--- src/rtl/mul_div_pkg.sv ---
// mul_div_pkg: op encodings, FSM state constants and op helpers.
// Shared by the interface, the top mul_div_unit and the divider.
package mul_div_pkg;

  typedef logic [3:0] op_t;

  localparam op_t OP_NONE  = 4'd0;
  localparam op_t OP_MULT  = 4'd1;
  localparam op_t OP_MULTU = 4'd2;
  localparam op_t OP_DIV   = 4'd3;
  localparam op_t OP_DIVU  = 4'd4;
  localparam op_t OP_MTHI  = 4'd5;
  localparam op_t OP_MTLO  = 4'd6;
  localparam op_t OP_MADD  = 4'd7;
  localparam op_t OP_MADDU = 4'd8;
  localparam op_t OP_MSUB  = 4'd9;
  localparam op_t OP_MSUBU = 4'd10;

  typedef logic [1:0] state_t;

  localparam state_t ST_IDLE = 2'd0;
  localparam state_t ST_MUL  = 2'd1;
  localparam state_t ST_DIV  = 2'd2;

  function automatic logic op_signed(op_t op);
    return (op == OP_MULT) || (op == OP_DIV) ||
           (op == OP_MADD) || (op == OP_MSUB);
  endfunction

  function automatic logic op_acc(op_t op);
    return (op == OP_MADD) || (op == OP_MADDU) ||
           (op == OP_MSUB) || (op == OP_MSUBU);
  endfunction

  function automatic logic op_sub(op_t op);
    return (op == OP_MSUB) || (op == OP_MSUBU);
  endfunction

endpackage

--- src/rtl/mul_div_if.sv ---
// mul_div_if: request/operand bus and HI/LO read-back of mul_div_unit.
// master drives ops and hi_sel; slave returns busy, result, div_zero.
interface mul_div_if
  import mul_div_pkg::*;
#(
  parameter int WIDTH = 32
);

  logic             req;
  logic             start;
  op_t              op;
  logic [WIDTH-1:0] rs;
  logic [WIDTH-1:0] rt;
  logic             hi_sel;
  logic             busy;
  logic [WIDTH-1:0] result;
  logic             div_zero;

  modport master (
    output req, start, op, rs, rt, hi_sel,
    input  busy, result, div_zero
  );

  modport slave (
    input  req, start, op, rs, rt, hi_sel,
    output busy, result, div_zero
  );

endinterface

--- src/rtl/mul_div_divider.sv ---
// mul_div_divider: restoring divider, one quotient bit per step,
// magnitudes internally, signs applied on the outputs.
module mul_div_divider
  import mul_div_pkg::*;
#(
  parameter int WIDTH = 32
) (
  input  logic             clk,
  input  logic             reset,
  input  logic             i_load,
  input  logic             i_step,
  input  logic             i_signed,
  input  logic [WIDTH-1:0] i_dvd,
  input  logic [WIDTH-1:0] i_dvs,
  output logic [WIDTH-1:0] o_quo,
  output logic [WIDTH-1:0] o_rem
);

  logic [WIDTH-1:0] r_quo;
  logic [WIDTH-1:0] r_rem;
  logic [WIDTH-1:0] r_dvs;
  logic             r_qneg;
  logic             r_rneg;

  logic             w_dvd_neg;
  logic             w_dvs_neg;
  logic [WIDTH-1:0] w_dvd_mag;
  logic [WIDTH-1:0] w_dvs_mag;
  logic [WIDTH:0]   w_shift;
  logic [WIDTH:0]   w_diff;

  assign w_dvd_neg = i_signed & i_dvd[WIDTH-1];
  assign w_dvs_neg = i_signed & i_dvs[WIDTH-1];
  assign w_dvd_mag = w_dvd_neg ? -i_dvd : i_dvd;
  assign w_dvs_mag = w_dvs_neg ? -i_dvs : i_dvs;
  assign w_shift   = {r_rem, r_quo[WIDTH-1]};
  assign w_diff    = w_shift - {1'b0, r_dvs};

  // load magnitudes, then shift in one quotient bit per step
  always_ff @(posedge clk or negedge reset) begin
    if (!reset) begin
      r_quo  <= '0;
      r_rem  <= '0;
      r_dvs  <= '0;
      r_qneg <= 1'b0;
      r_rneg <= 1'b0;
    end else if (i_load) begin
      r_quo  <= w_dvd_mag;
      r_rem  <= '0;
      r_dvs  <= w_dvs_mag;
      r_qneg <= w_dvd_neg ^ w_dvs_neg;
      r_rneg <= w_dvd_neg;
    end else if (i_step) begin
      if (!w_diff[WIDTH]) begin
        r_rem <= w_diff[WIDTH-1:0];
        r_quo <= {r_quo[WIDTH-2:0], 1'b1};
      end else begin
        r_rem <= w_shift[WIDTH-1:0];
        r_quo <= {r_quo[WIDTH-2:0], 1'b0};
      end
    end
  end

  assign o_quo = r_qneg ? -r_quo : r_quo;
  assign o_rem = r_rneg ? -r_rem : r_rem;

endmodule

--- src/rtl/mul_div_unit.sv ---
// mul_div_unit: HI/LO multiply/divide unit with busy FSM.
// Define MUL_DIV_ACC_EN to enable MADD/MADDU/MSUB/MSUBU.
module mul_div_unit
  import mul_div_pkg::*;
#(
  parameter int WIDTH   = 32,
  parameter int MUL_LAT = 5
) (
  input logic   clk,
  input logic   reset,
  mul_div_if.slave bus
);

  localparam int DW   = 2 * WIDTH;
  localparam int CMAX = (WIDTH > MUL_LAT) ? WIDTH : MUL_LAT;
  localparam int CW   = $clog2(CMAX + 1);

  state_t           r_state;
  logic             r_busy;
  logic             r_dz;
  logic             r_dvz;
  logic [CW-1:0]    r_cnt;
  logic [WIDTH-1:0] r_hi;
  logic [WIDTH-1:0] r_lo;
  logic [DW-1:0]    r_prod;
`ifdef MUL_DIV_ACC_EN
  logic             r_acc;
  logic             r_sub;
`endif

  logic             w_accept;
  logic             w_sgn;
  logic             w_acc;
  logic             w_mul;
  logic             w_div;
  logic             w_mth;
  logic             w_mtl;
  logic [DW-1:0]    w_a;
  logic [DW-1:0]    w_b;
  logic [DW-1:0]    w_prod;
  logic [WIDTH-1:0] w_quo;
  logic [WIDTH-1:0] w_rem;

  assign w_accept = bus.start & ~r_busy & ~bus.req;
  assign w_sgn    = op_signed(bus.op);
`ifdef MUL_DIV_ACC_EN
  assign w_acc    = op_acc(bus.op);
`else
  assign w_acc    = 1'b0;
`endif
  assign w_mul    = (bus.op == OP_MULT) | (bus.op == OP_MULTU) | w_acc;
  assign w_div    = (bus.op == OP_DIV) | (bus.op == OP_DIVU);
  assign w_mth    = (bus.op == OP_MTHI);
  assign w_mtl    = (bus.op == OP_MTLO);

  assign w_a    = {{WIDTH{w_sgn & bus.rs[WIDTH-1]}}, bus.rs};
  assign w_b    = {{WIDTH{w_sgn & bus.rt[WIDTH-1]}}, bus.rt};
  assign w_prod = w_a * w_b;

  mul_div_divider #(
    .WIDTH (WIDTH)
  ) u_div (
    .clk      (clk),
    .reset    (reset),
    .i_load   (w_accept & w_div),
    .i_step   ((r_state == ST_DIV) && (r_cnt != '0)),
    .i_signed (w_sgn),
    .i_dvd    (bus.rs),
    .i_dvs    (bus.rt),
    .o_quo    (w_quo),
    .o_rem    (w_rem)
  );

  // accept ops, count busy cycles, commit HI/LO on busy fall
  always_ff @(posedge clk or negedge reset) begin
    if (!reset) begin
      r_state <= ST_IDLE;
      r_busy  <= 1'b0;
      r_dz    <= 1'b0;
      r_dvz   <= 1'b0;
      r_cnt   <= '0;
      r_hi    <= '0;
      r_lo    <= '0;
      r_prod  <= '0;
`ifdef MUL_DIV_ACC_EN
      r_acc   <= 1'b0;
      r_sub   <= 1'b0;
`endif
    end else begin
      r_dz <= 1'b0;
      case (r_state)
        ST_IDLE: begin
          if (w_accept) begin
            unique case (1'b1)
              w_mth: r_hi <= bus.rs;
              w_mtl: r_lo <= bus.rs;
              w_mul: begin
                r_state <= ST_MUL;
                r_busy  <= 1'b1;
                r_cnt   <= CW'(MUL_LAT - 1);
                r_prod  <= w_prod;
`ifdef MUL_DIV_ACC_EN
                r_acc   <= w_acc;
                r_sub   <= op_sub(bus.op);
`endif
              end
              w_div: begin
                r_state <= ST_DIV;
                r_busy  <= 1'b1;
                r_cnt   <= CW'(WIDTH);
                r_dvz   <= (bus.rt == '0);
              end
              default: ;
            endcase
          end
        end
        ST_MUL: begin
          if (r_cnt == '0) begin
            r_state <= ST_IDLE;
            r_busy  <= 1'b0;
`ifdef MUL_DIV_ACC_EN
            if (r_acc && r_sub)
              {r_hi, r_lo} <= {r_hi, r_lo} - r_prod;
            else if (r_acc)
              {r_hi, r_lo} <= {r_hi, r_lo} + r_prod;
            else
              {r_hi, r_lo} <= r_prod;
`else
            {r_hi, r_lo} <= r_prod;
`endif
          end else begin
            r_cnt <= r_cnt - CW'(1);
          end
        end
        ST_DIV: begin
          if (r_cnt == '0) begin
            r_state <= ST_IDLE;
            r_busy  <= 1'b0;
            if (r_dvz) begin
              r_dz <= 1'b1;
            end else begin
              r_lo <= w_quo;
              r_hi <= w_rem;
            end
          end else begin
            r_cnt <= r_cnt - CW'(1);
          end
        end
        default: begin
          r_state <= ST_IDLE;
          r_busy  <= 1'b0;
        end
      endcase
    end
  end

  assign bus.busy     = r_busy;
  assign bus.div_zero = r_dz;
  assign bus.result   = bus.hi_sel ? r_hi : r_lo;

endmodule

--- src/flat_wrapper.sv ---
// flat-port wrapper written by rule: the top's interface ports become plain ports
module mul_div_unit_flat import mul_div_pkg::*;
#(
  parameter int WIDTH   = 32,
  parameter int MUL_LAT = 5
)
  (clk, reset, bus_req, bus_start, bus_op, bus_rs, bus_rt, bus_hi_sel, bus_busy, bus_result, bus_div_zero);
  mul_div_if #(.WIDTH(WIDTH)) bus_i ();
  input logic clk;
  input logic reset;
  input wire logic [$bits(bus_i.req)-1:0] bus_req;
  input wire logic [$bits(bus_i.start)-1:0] bus_start;
  input wire logic [$bits(bus_i.op)-1:0] bus_op;
  input wire logic [$bits(bus_i.rs)-1:0] bus_rs;
  input wire logic [$bits(bus_i.rt)-1:0] bus_rt;
  input wire logic [$bits(bus_i.hi_sel)-1:0] bus_hi_sel;
  output wire logic [$bits(bus_i.busy)-1:0] bus_busy;
  output wire logic [$bits(bus_i.result)-1:0] bus_result;
  output wire logic [$bits(bus_i.div_zero)-1:0] bus_div_zero;
  assign bus_i.req = bus_req;
  assign bus_i.start = bus_start;
  assign bus_i.op = bus_op;
  assign bus_i.rs = bus_rs;
  assign bus_i.rt = bus_rt;
  assign bus_i.hi_sel = bus_hi_sel;
  assign bus_busy = bus_i.busy;
  assign bus_result = bus_i.result;
  assign bus_div_zero = bus_i.div_zero;
  mul_div_unit #(.WIDTH(WIDTH), .MUL_LAT(MUL_LAT)) u_core (.clk(clk), .reset(reset), .bus(bus_i));
endmodule
--- config.mk ---
export PLATFORM = sky130hd
export DESIGN_NAME = mul_div_unit_flat
export DESIGN_NICKNAME = d
export VERILOG_FILES = /design/src/rtl/mul_div_pkg.sv /design/src/rtl/mul_div_if.sv /design/src/rtl/mul_div_divider.sv /design/src/rtl/mul_div_unit.sv /design/src/flat_wrapper.sv
export SDC_FILE = /design/constraint.sdc
export NUM_CORES = 2
export LEC_CHECK = 0
export BUFFER_PORTS_ARGS = -buffer_cell sky130_fd_sc_hd__buf_2
export CAP_MARGIN = 20
export CORE_ASPECT_RATIO = 1.25
export CORE_MARGIN = 5
export CORE_UTILIZATION = 40
export DETAILED_ROUTE_END_ITERATION = 16
export GPL_TIMING_DRIVEN = 0
export PLACE_DENSITY_LB_ADDON = 0.2
export SYNTH_ARGS = -nofsm -noshare
export SYNTH_HDL_FRONTEND = slang
export SYNTH_SLANG_ARGS = --single-unit
--- constraint.sdc ---
create_clock -name clk -period 4.1 [get_ports clk]
set_input_delay 1.025 -clock clk [delete_from_list [all_inputs] [get_ports clk]]
set_output_delay 1.025 -clock clk [all_outputs]
set_load 0.01 [all_outputs]
==> Word level (Yosys, flattened, before mapping) <==
Index checks and enable logic that the tools add are counted.
{ "word_totals": {"out_inout_bits": 34, "inputBits": 73, "ff_bits": 237, "elab_cells": 108} }
{ "op_classes": {"mux": 38, "eq_ne": 20, "addsub": 6, "reduce_logical": 20, "n_bitwise": 10, "n_mul": 1} }
{ "op_table": {"columns": ["cell", "count"], "rows": [
  ["$mux 32", 20],
  ["$pmux 32 s3", 2],
  ["$neg 32->32", 4],
  ["$mul 33x33->64", 1],
  ["$sub 33x32->33", 1],
  ["$logic_not 32->1", 1],
  ["$pmux 6 s2", 2],
  ["$eq 4x3->1 const B", 4],
  ["$mux 6", 2],
  ["$reduce_and 3->1", 4],
  ["$reduce_and 6->1", 2],
  ["$ne 2x1->1 const B", 5],
  ["$eq 4x2->1 const B", 2],
  ["$ne 2x2->1 const B", 4],
  ["$pmux 2 s2", 2],
  ["$mux 1", 7],
  ["$logic_not 6->1", 1],
  ["$reduce_bool 6->1", 1],
  ["$sub 6x1->6 const B", 1],
  ["$and 1x1->1", 5],
  ["$eq 4x1->1 const B", 1],
  ["$eq 4x4->1 const B", 1],
  ["$mux 2", 2],
  ["$reduce_and 4->1", 1],
  ["other kinds (13)", 19]
]} }

==> Logic depth before layout (Yosys ltp) <==
{ "logic_depth": {"depth_word": 7, "depth_mapped": 33, "mapped_depth_nobuf": 29} }

==> Modules after synthesis <==
Synthesis repeated with hierarchy kept, for this count alone.
{ "hier_totals": {"cells_unflattened": 5970, "hier_area_um2": 53359.9} }
{ "by_module_without_submodules": {"columns": ["mod", "cells_each", "seq_area_each_um2", "area_each_um2", "instances"], "rows": [
  ["mul_div_unit", 4893, 3478.3, 44856.8, 1],
  ["mul_div_divider", 1077, 2452.4, 8503.2, 1]
]} }

==> Worst setup path after synthesis <==
OpenSTA, ideal clock, no wires.
{ "synth_timing": {"kind": "input-to-reg", "start": "in bus_rs[31]", "end": "reg u_core.r_prod[62]", "path_slack_ns": -5.513, "path_stages": 30, "setup_ns": 0.126, "required_ns": 3.974, "arrival_ns": 9.487, "path_cell_list": "clkbuf_1 > and3_1 > clkbuf_1 > clkbuf_1 > buf_1 > nand2_1 > inv_1 > fa_1 > fa_1 > fa_1 > inv_1 > fa_1 > inv_1 > fa_1 > fa_1 > inv_1 > fa_1 > fa_1 > inv_1 > ha_1 > nand4_1 > and3b_1 > a211oi_1 > o221ai_1 > inv_1 > a21o_1 > a211oi_1 > a311o_1 > a211o_1 > a221o_1"} }
{ "synth_between": {"elab_chain_len": 2} }
{ "synth_lines": {"columns": ["item", "line_no", "source"], "rows": [
  ["from (decl)", "flat_wrapper.sv:14", "input wire logic [$bits(bus_i.rs)-1:0] bus_rs;"],
  ["$and 1x1->1", "mul_div_unit.sv:56", "assign w_a = {{WIDTH{w_sgn & bus.rs[WIDTH-1]}}, bus.rs};"],
  ["$mul 33x33->64 *", "mul_div_unit.sv:58", "assign w_prod = w_a * w_b;"],
  ["to (signal assigned)", "mul_div_unit.sv:101", "r_prod <= w_prod;"],
  ["to (decl)", "mul_div_unit.sv:25", "logic [DW-1:0] r_prod;"]
]} }
Every way passes the cells marked *; elsewhere a longest branch is shown, timed or not.
A chain may end at the register's enable or synchronous reset.

==> Final worst setup path <==
{ "layout_timing": {"start": "in bus_op[1]", "end": "reg u_core.r_prod[60]"} }
{ "layout_between": {"elab_chain_len": 6} }
{ "layout_lines": {"columns": ["item", "line_no", "source"], "rows": [
  ["from (decl)", "flat_wrapper.sv:13", "input wire logic [$bits(bus_i.op)-1:0] bus_op;"],
  ["$eq 4x1->1 / $eq 4x2->1 (equally long branches)", "mul_div_pkg.sv:26, mul_div_unit.sv:51", null],
  ["$logic_or 1x1->1 (2 in series)", "mul_div_pkg.sv:26", "return (op == OP_MULT) || (op == OP_DIV) ||"],
  ["$logic_or 1x1->1", "mul_div_pkg.sv:27", "(op == OP_MADD) || (op == OP_MSUB);"],
  ["$and 1x1->1 (on tied branches)", "mul_div_unit.sv:56, mul_div_unit.sv:57", null],
  ["$mul 33x33->64", "mul_div_unit.sv:58", null]
]} }
Parallel ways exist; a longest one is shown, timed or not.

==> results.txt <==
The number of flops mapped to enable cells by yosys came out at 0. At the end of routability-driven placement, the weighted congestion stood at 0.9713. The run gives 16320 microns as the sum of met3 wire segment lengths after detailed routing.

The later pin in the worst-skew pair is clocked with a latency of 0.57 ns. The logs give 8 for the first-pass iteration count of the detailed router and 9.35 ns for the worst endpoint data arrival time. Counting along the longest clock path gives a buffer depth of 3. The number of buffers inserted for hold repair after clock tree synthesis was 0.

By area the synthesized netlist is led by sky130_fd_sc_hd__fa_1 42%, sky130_fd_sc_hd__dfrtp_1 11%, sky130_fd_sc_hd__nand2_1 8.5%. Synthesis handed over a netlist of 6087 instances. The worst pin sits at a relative slew slack of 19.14%. The placeable core region was 131800 sq um; the final count of hold timing violations was 0. The tools report the type of element launching the critical path as an input port. The die is 417.2 microns tall. The pin count of the biggest net entering global routing is 87. Routed signal wires occupy layers up through met4. By instance count, the cell type seen most on the critical path is sky130_fd_sc_hd__fa_1. The tools report the element type at the critical path end as a register. After detailed routing, the met2 layer carries 101500 microns of wire. For this design, the sink count on the clock tree is 237. Relative to the synthesized area, the layout overhead comes to 17.33%. The logs give 57590 sq um for the area after detailed placement and 112.8 MHz for the highest achievable clock rate.

Dividing the detail-routed wire length by the instance count gives 26.78 microns. TritonCTS created 23 clock buffers. The checks that failed: negative setup slack.

The first global-routing pass estimated 313800 microns of wire. The detailed router placed 44400 vias in this run. Setup violations remaining at the end of the flow were counted as 82.

Setup repair after global routing could not meet its margin everywhere. The critical path starts at bus_op[1]. The CTS H-tree depth was 1.

Cell at the slowest stage of the critical path: sky130_fd_sc_hd__fa_2. Port buffering added 59 buffers. The most common flop cell mapped by yosys was sky130_fd_sc_hd__dfrtp_1. For the number of nets still failing antenna checks after routing, the log shows 0. The run finished, with violations left. In this run the critical register-to-register path is captured at u_core.u_div.r_rem[31]. The number of fill cells came out at 12710. Synthesized area per cell: 8.715 sq um.

TritonCTS built the clock tree. Using the TritonRoute via totals, the vias-per-cell ratio works out to 5.475. The via count of the first global-routing pass is 46120, and the pre-CTS setup slack is -7.046 ns. The initial utilization of the core area, before any placement, comes to 40.25%. Setup slack on the worst reg-to-reg path comes out at -0.09 ns. Summed over all layers, the global routing overflow is 0. At the pin with the least slew margin, the transition time is 1.213 ns.

Clock tree synthesis selected as its root buffer the cell sky130_fd_sc_hd__clkbuf_16. In this run the worst hold path is classified as input port to asynchronous set/reset pin. The run gives 62240 sq um as the final non-filler cell area.

Summed over its instances, the top area cell type makes up 42.49% of the synthesized netlist area. The netlist area before placement was 53050 sq um; the required time at the endpoint of the critical path was 4.58 ns. The critical setup path kind was input port to register. After the flow finishes, the layout carries non-filler instances totaling 8109.

The part of the cycle the worst path needs is 216.3%. After detailed routing, the wire length on met1 is 82150 microns. The number of cells on the worst reg-to-reg path is 15. The post-route worst setup slack was -4.769 ns; the floorplan die width was 335.7 microns.

The async set-or-reset flop fraction in the synthesized netlist is 100.0%. Number of DRC violations after detailed routing: 0. The tools report the number of DRC violations after detailed-routing iteration 0 as 3454. For the worst clock skew on the final layout, the log shows 0.02631 ns. The worst register-to-register path begins at u_core.u_div.r_quo[31].

Wires add up to 217200 microns. The row count is 149, and the combined global-route utilization of all metal layers is 30.67%. Max-cap violations in this run came to 0. Of the synthesized area, sequential elements account for 11.18%. The area of the die is 140000 sq um, and the post-synthesis register bit count is 237. Detailed placement ended at an HPWL of 176200 microns. The post-layout net count was 7792. Following the worst setup path forward leads to its endpoint at u_core.r_prod[60]. Largest area contributor in the netlist: sky130_fd_sc_hd__fa_1. The final critical path time including I/O delays and setup is 8.869 ns, and the post-synthesis net count is 7540.

In this design, the stage delay of the slowest critical-path cell is 0.60 ns. Count of warnings emitted by yosys: 0. The register clock-pin slew on the reported worst setup and hold paths was 0.07 ns; the number of antenna violations at the first check in global routing was 19.

The I/O pin count was 107; the share of layout cells above drive strength 1 was 14.77%. Along the worst path, the maximum fanout reaches 7. After synthesis, the netlist uses 82 different library cells. The tools report the number of max-slew violations in the final report as 0. The tools report the number of cells after detailed placement as 7891.
-- cell usage after synthesis (75+ instances only) --
| cell type | n |
|---|---|
| sky130_fd_sc_hd__clkbuf_1 | 298 |
| sky130_fd_sc_hd__xnor2_1 | 149 |
| sky130_fd_sc_hd__o31ai_1 | 81 |
| sky130_fd_sc_hd__o21ai_0 | 196 |
| sky130_fd_sc_hd__ha_1 | 254 |
| sky130_fd_sc_hd__inv_1 | 1192 |
| sky130_fd_sc_hd__and2_1 | 312 |
| sky130_fd_sc_hd__dfrtp_1 | 237 |
| sky130_fd_sc_hd__nor2_1 | 183 |
| sky130_fd_sc_hd__nand3_1 | 77 |
| sky130_fd_sc_hd__a21oi_1 | 164 |
| sky130_fd_sc_hd__nand2_1 | 1200 |
| sky130_fd_sc_hd__fa_1 | 1126 |
| sky130_fd_sc_hd__buf_1 | 75 |
-- layout by cell type, fill, tap and decap left out, drive strengths merged, types with 30 or more instances in the layout --
cell    netlist  routed
nor2        183     183
or3          34      34
a21o         44      44
o21ai       201     201
nand2      1200    1200
fa         1126    1126
a21oi       164     164
ha          254     254
buf          81     326
nor3         34      34
and2        313     313
mux2         36      36
o31ai        83      83
xnor2       149     149
xor2         63      63
a211oi       32      32
inv        1192    1187
clkbuf      298     308
nand2b       30      30
nand3        78      78
dfrtp       237     237
a31oi        43      43
-- metal layers --
layer	GRT usage (%)	vias up
li1	-	18890
met1	38.15	23030
met2	50.30	1969
met3	4.838	512
met4	18.57	0
met5	0	-
-- layout make-up --
type	count	area (sq um)	share of cell area, %
multi-input cells	4279	43340	69.64
flip-flops and latches	237	5931	9.528
inverters	1192	4523	7.267
plain buffers	372	3440	5.526
well taps	1736	2172	3.490
repair buffers	234	2058	3.307
clock buffers	30	631.9	1.015
clock inverters	12	101.3	0.1628
diodes	17	42.54	0.06835
-- metrics by stage --
stage               setup TNS [ns]  utilization (%)  hold slack [ns]
floorplan                  -174.32                -           0.4429
global placement           -864.59            43.55           0.4571
detailed placement         -282.75            43.69           0.4613
CTS                        -183.30            46.28           0.4571
global route               -200.98            47.21           0.4677
finish                     -186.86            47.22           0.4124
-- critical path: cells and delay by family --
family	cells	cell delay (ns)
buffers and inverters	10	1.26
AO/OA/AOI/OAI	7	1.53
AND/OR/NAND/NOR	4	0.81
adder cells (fa/ha/maj)	9	4.49
multiplexers	1	0.17
-- state kept, by name (all words and copies together), names as in the netlist --
signal and count:
u_core.r_prod 64, u_core.r_hi 32, u_core.r_lo 32, u_core.u_div.r_dvs 32, u_core.u_div.r_quo 32, u_core.u_div.r_rem 32
u_core.r_cnt 6, u_core.r_state 2, u_core.bus.busy 1, u_core.bus.div_zero 1, u_core.r_dvz 1, u_core.u_div.r_qneg 1
u_core.u_div.r_rneg 1
-- cell families after synthesis --
logic type                 count (synthesis)  share of synthesized area (%)
AOI/OAI and AO/OA                        658                          7.805
xor gates and xnor gates                 212                          3.500
adders and majority gates               1380                          48.48
buffers and inverters                   1571                          11.15
DFF                                      237                          11.18
muxes                                     53                          1.085
and+or+nand+nor                         1976                          16.79
-- timing repair --
item	4_1_cts	5_1_grt
setup buffers	99	70
gates resized for setup	508	202
pin swaps	112	125
setup endpoints to repair	91	91
endpoints found under the hold margin	0	0
-- worst min-delay path by stage --
| stage | start | endpoint | slack [ns] | depth (start not counted) |
|---|---|---|---|---|
| global placement | u_core.r_lo[26] | u_core.r_lo[26] | 0.46 | 2 |
| CTS | reset | u_core.r_cnt[0] | 0.46 | 1 |
| detailed placement | u_core.r_hi[30] | u_core.r_hi[30] | 0.46 | 2 |
| floorplan | u_core.r_hi[10] | u_core.r_hi[10] | 0.44 | 2 |
| global route | reset | u_core.r_cnt[2] | 0.47 | 1 |
| finish | reset | u_core.r_cnt[0] | 0.41 | 1 |
Power is not shown: default switching activity piles up to over one toggle a cycle in this logic, so the estimate is an artifact.
